[src/rtl/audio_pkg.sv]
// Shared audio definitions: frame geometry,
// sample type and the I2S slot bit selector.
package audio_pkg;

  localparam int SLOT_BITS   = 32;
  localparam int FRAME_SLOTS = 64;
  localparam int SAMPLE_W    = 16;

  typedef logic signed [SAMPLE_W-1:0] sample_t;

  // Bit carried by slot k of a half frame.
  // Slot 0 is the one-bit delay, slots
  // 1..dw carry the word MSB first, the
  // rest pad with zero.
  function automatic logic slot_bit(
    input logic [SLOT_BITS-1:0] word,
    input int                   dw,
    input logic [4:0]           k
  );
    logic       b;
    logic [4:0] idx;
    b   = 1'b0;
    idx = 5'(dw - int'(k));
    if (k != 5'd0 && int'(k) <= dw)
      b = word[idx];
    return b;
  endfunction

endpackage

[src/rtl/audio_clkdiv.sv]
// Modulo-DIV counter with a registered
// half-duty output, high for the upper half.
module audio_clkdiv #(
  parameter int DIV = 16,
  parameter int CW  = $clog2(DIV)
) (
  input  logic          clock,
  input  logic          reset,
  output logic [CW-1:0] count,
  output logic          wrap,
  output logic          half
);

  logic [CW-1:0] count_next;

  assign wrap = (count == CW'(DIV-1));

  // Next count value, wrapping to zero.
  always_comb begin
    count_next = count + CW'(1);
    if (wrap)
      count_next = '0;
  end

  // Count and half-duty output track together.
  always_ff @(posedge clock) begin
    if (reset) begin
      count <= '0;
      half  <= 1'b0;
    end else begin
      count <= count_next;
      half  <= (count_next >= CW'(DIV/2));
    end
  end

endmodule

[src/rtl/i2s_tx_frame.sv]
// Stereo I2S transmitter: 64-slot frame,
// samples latched once per frame.
module i2s_tx_frame
  import audio_pkg::*;
#(
  parameter int DW      = 16,
  parameter int SCK_DIV = 16,
  parameter int MCK_DIV = 4
) (
  input  logic          clock,
  input  logic          reset,
  input  logic [DW-1:0] ldata,
  input  logic [DW-1:0] rdata,
  input  logic          mute,
  output logic          sampled,
  output logic          mck,
  output logic          sck,
  output logic          lr,
  output logic          d
);

  localparam int SW  = $clog2(FRAME_SLOTS);
  localparam int DVW = $clog2(SCK_DIV);
  localparam int MW  = $clog2(MCK_DIV);

  logic [DVW-1:0] div;
  logic           div_wrap;
  logic [MW-1:0]  mdiv;
  logic           mdiv_wrap;
  logic           unused_mck;

  logic [SW-1:0]  s;
  logic [SW-1:0]  s_next;
  logic [DW-1:0]  hold_l;
  logic [DW-1:0]  hold_r;
  logic           load;
  logic           right;
  logic           bit_next;
  logic [SLOT_BITS-1:0] word;

  audio_clkdiv #(
    .DIV (SCK_DIV),
    .CW  (DVW)
  ) u_sck (
    .clock (clock),
    .reset (reset),
    .count (div),
    .wrap  (div_wrap),
    .half  (sck)
  );

  audio_clkdiv #(
    .DIV (MCK_DIV),
    .CW  (MW)
  ) u_mck (
    .clock (clock),
    .reset (reset),
    .count (mdiv),
    .wrap  (mdiv_wrap),
    .half  (mck)
  );

  assign unused_mck = ^{mdiv, mdiv_wrap};

  // Slot advance, load strobe and the bit
  // that the next slot will carry.
  always_comb begin
    s_next = s;
    if (div_wrap)
      s_next = s + SW'(1);
    load  = div_wrap && (s == SW'(FRAME_SLOTS-1));
    right = s_next[SW-1];
    word  = right ? SLOT_BITS'(hold_r)
                  : SLOT_BITS'(hold_l);
    bit_next = slot_bit(word, DW,
                        s_next[SW-2:0]);
  end

  // Slot counter, sample holds and serial
  // outputs, all stepping on the sck fall.
  always_ff @(posedge clock) begin
    if (reset) begin
      s       <= '0;
      hold_l  <= '0;
      hold_r  <= '0;
      sampled <= 1'b0;
      lr      <= 1'b0;
      d       <= 1'b0;
    end else begin
      s       <= s_next;
      sampled <= load;
      if (load) begin
        hold_l <= mute ? '0 : ldata;
        hold_r <= mute ? '0 : rdata;
      end
      if (div_wrap) begin
        lr <= right;
        d  <= bit_next;
      end
    end
  end

endmodule

[config.mk]
export PLATFORM = sky130hd
export DESIGN_NAME = i2s_tx_frame
export DESIGN_NICKNAME = d
export VERILOG_FILES = /design/src/rtl/audio_pkg.sv /design/src/rtl/audio_clkdiv.sv /design/src/rtl/i2s_tx_frame.sv
export SDC_FILE = /design/constraint.sdc
export NUM_CORES = 1
export LEC_CHECK = 0
export ABC_CLOCK_PERIOD_IN_PS = 3200
export CAP_MARGIN = 20
export CORE_MARGIN = 5
export CORE_UTILIZATION = 40
export CTS_CLUSTER_DIAMETER = 150
export DETAILED_ROUTE_END_ITERATION = 16
export SLEW_MARGIN = 20
export SYNTH_ARGS = -nofsm -noshare
export SYNTH_HDL_FRONTEND = slang
export SYNTH_SLANG_ARGS = --single-unit
[constraint.sdc]
create_clock -name clock -period 3.2 [get_ports clock]
set_input_delay 0.96 -clock clock [delete_from_list [all_inputs] [get_ports clock]]
set_output_delay 0.96 -clock clock [all_outputs]
set_load 0.01 [all_outputs]
==> flow_metrics.tcl <==
set metrics [dict create \
    outcome "completed" \
    cts_root_buffer "clkbuf_8" \
    endpoint "d" \
    syn_nets 236 \
    post_cts_buffers 0 \
    post-synth-top-count-cell "dfxtp_1" \
    yosysTopAreaCellShare_pct 45.3 \
    cts.path.max_buffers 2 \
    clkLatencyLatePin_ns 0.30 \
    vias 1626 \
    drtAntennaViolNets 0 \
    fin_skew_ns 0.00284 \
    fin_total_pwr_mw 1.04 \
    worstSetupEndpointType "flop" \
    cts_hold_buf 0 \
    die_h_um 82.1 \
    hold_class "flop to flop" \
    vias_per_cell 5.25 \
    ys_warn_count 0 \
    synth-edff-count 0 \
    crit_fanout 8 \
    h-tree-depth 2 \
    startpoint "u_sck.count[0]" \
    setup_viol 0 \
    die_width_um 82.1 \
    fin_crit_ns 2.98 \
    track_usage_pct 15.0 \
    grt_max_degree 33 \
    synth.ff_latch_count 47 \
    dieArea_sq_um 6730 \
    dp_hpwl_um 3570 \
    rows 26 \
    io_buffers 39 \
    antenna_found_initial 0 \
    cp-start-kind "flop" \
    hold_path_depth 1 \
    fin_setup_tns_ns 0 \
    slew_headroom_pct 68.7 \
    wl_per_cell_um 15.1 \
    cts_tree "yes" \
    met1_usage_pct 18.6 \
    avgSynthCellArea_sq_um 10.5 \
    fin_util_pct 52.4 \
    globalRouteMet3Util_pct 3.95 \
    reg2reg_to "d" \
    dr.pass1.iters 5 \
    peakVddDrop_uv 235 \
    synthArstFlopShare_pct 0 \
    gr-total-overflow 0 \
    reg2reg_depth 13 \
    gp_congestion 0.872 \
    initial_core_util_pct 40.9 \
    drt_iter0_drc 46 \
    worst_pin_slew_ns 0.467 \
    synth_common_cells "dfxtp_1, a22o_1, nor2_1" \
    ctsResizeCount 0 \
    r2r_slack_ns 0.22 \
    total_leakage_power_nw 0.967 \
    fin_crit_sh_pct 93.0 \
    netlist_area_sq_um 2080 \
    synthCells 197 \
    cts_buffers 5 \
    cts.sinks 47 \
    antennaDiodeCount 0 \
    required_ns 3.40 \
    grt_pass1_wl_um 7600 \
    critPathKind "flop to flop" \
    path_clk_slew_ns 0.08 \
    synth_top_flop_cell "dfxtp_1" \
    powerDensity_nw_per_um2 390 \
    drcViolationCount 0 \
    timing.rr.start "u_sck.count[0]" \
    hold_viol_final 0 \
    synth_top_area_cell "dfxtp_1" \
    rsz0062_at_grt "false" \
    fmax_mhz 336 \
    routed_wl_um 4680 \
    maxCapViolations 0 \
    synthTopCellsByArea "dfxtp_1, a22o_1, mux4_2" \
    pin_count 40 \
    synth_cell_type_count 50 \
    area_growth_pct 28.0 \
    final_nets 278 \
    grt_pass1_vias 1589 \
    use_met2_pct 24.7 \
    yosysSeqAreaShare_pct 45.3 \
    report.final.slew_viol_count 0 \
    core_area_sq_um 5070 \
    drive_gt1_share_pct 12.5 \
    top_usage_layer "met2" \
    worstPathArrival_ns 3.17 \
]
worst max-delay path, cell delays in order, from the launching register on:
cell,delay (ns)
dfxtp_1,0.38
ha_1,0.22
nand3_2,0.15
xnor2_2,0.22
inv_2,0.11
ha_1,0.22
xnor2_1,0.17
xnor2_1,0.41
buf_4,0.25
mux2i_1,0.22
a221oi_1,0.10
nand3_1,0.09
nand4_1,0.12
a32o_1,0.21
state kept, by name, summed over array words and instances, names as in the netlist:
name and cells:
d 1, hold_l 16, hold_r 16, lr 1, s 6, sampled 1
u_mck.count 2, u_sck.count 3, u_sck.half 1
placed cells by master (no fill, tap or decap), types with 2 or more instances in the layout:
cell | netlist | final
mux4_2 | 3 | 3
nor2b_1 | 3 | 3
nand2b_1 | 4 | 4
a22o_1 | 32 | 32
ha_1 | 4 | 4
o2bb2ai_1 | 2 | 2
nor2_1 | 12 | 12
xnor2_1 | 4 | 4
xor2_1 | 3 | 3
inv_1 | 3 | 3
and4_1 | 2 | 2
a21oi_1 | 3 | 3
buf_4 | 1 | 7
nor4_1 | 2 | 2
a221oi_1 | 3 | 3
mux2i_1 | 5 | 5
o21ai_0 | 3 | 3
a211o_1 | 2 | 2
nand4_2 | 2 | 2
o21a_1 | 2 | 2
a22oi_1 | 2 | 2
nand3_1 | 5 | 5
nor3_1 | 7 | 6
nand2_1 | 8 | 8
dfxtp_1 | 47 | 47
clkdlybuf4s50_1 | 0 | 39
clkbuf_8 | 0 | 6
nand4_1 | 3 | 3
power breakdown:
| group | internal [mW] | switching [mW] |
|---|---|---|
| Sequential | 0.591 | 0.00565 |
| Combinational | 0.0478 | 0.0230 |
| Clock | 0.177 | 0.194 |
final cells by class:
type | instances | area, sq um
timing repair buffer | 46 | 443
multi-input combinational | 135 | 1080
tap | 70 | 87.6
clock inverter | 1 | 8.76
inverter | 4 | 15.0
fill | 505 | 2420
clock buffer | 7 | 86.3
sequential | 47 | 941
routing by layer:
layer	vias to the layer above	share of wire, %	wire, um
li1	833	-	-
met1	749	48	2240
met2	36	46	2170
met3	8	4.2	196
met4	0	1.5	70
met5	-	0	0
logic make-up after synthesis:
logic type	synth area share (%)
compound gates	23.6
xor+xnor	3.74
fa+ha+maj	2.41
buf+inv	3.43
simple gates	15.3
flops	45.3
mux	6.20
worst min path at each step:
stage	slack [ns]	startpoint	endpoint
floorplan	0.40	u_mck.count[0]	u_mck.count[0]
global placement	0.42	u_mck.count[0]	u_mck.count[0]
detailed placement	0.43	u_mck.count[0]	u_mck.count[0]
CTS	0.44	u_mck.count[0]	u_mck.count[0]
global route	0.46	u_mck.count[0]	u_mck.count[0]
finish	0.43	u_mck.count[0]	u_mck.count[0]
through the flow:
step	std cells	hold slack, ns	worst slack (ns)	area [sq um]
floorplan	197	0.402	0.316	2080
finish	310	0.434	0.223	2660
global route	310	0.457	0.000923	2660
CTS	310	0.440	0.262	2660
global placement	302	0.416	0.413	2560
detailed placement	302	0.427	0.289	2560
No activity file was read; power rests on OpenSTA's default activity.
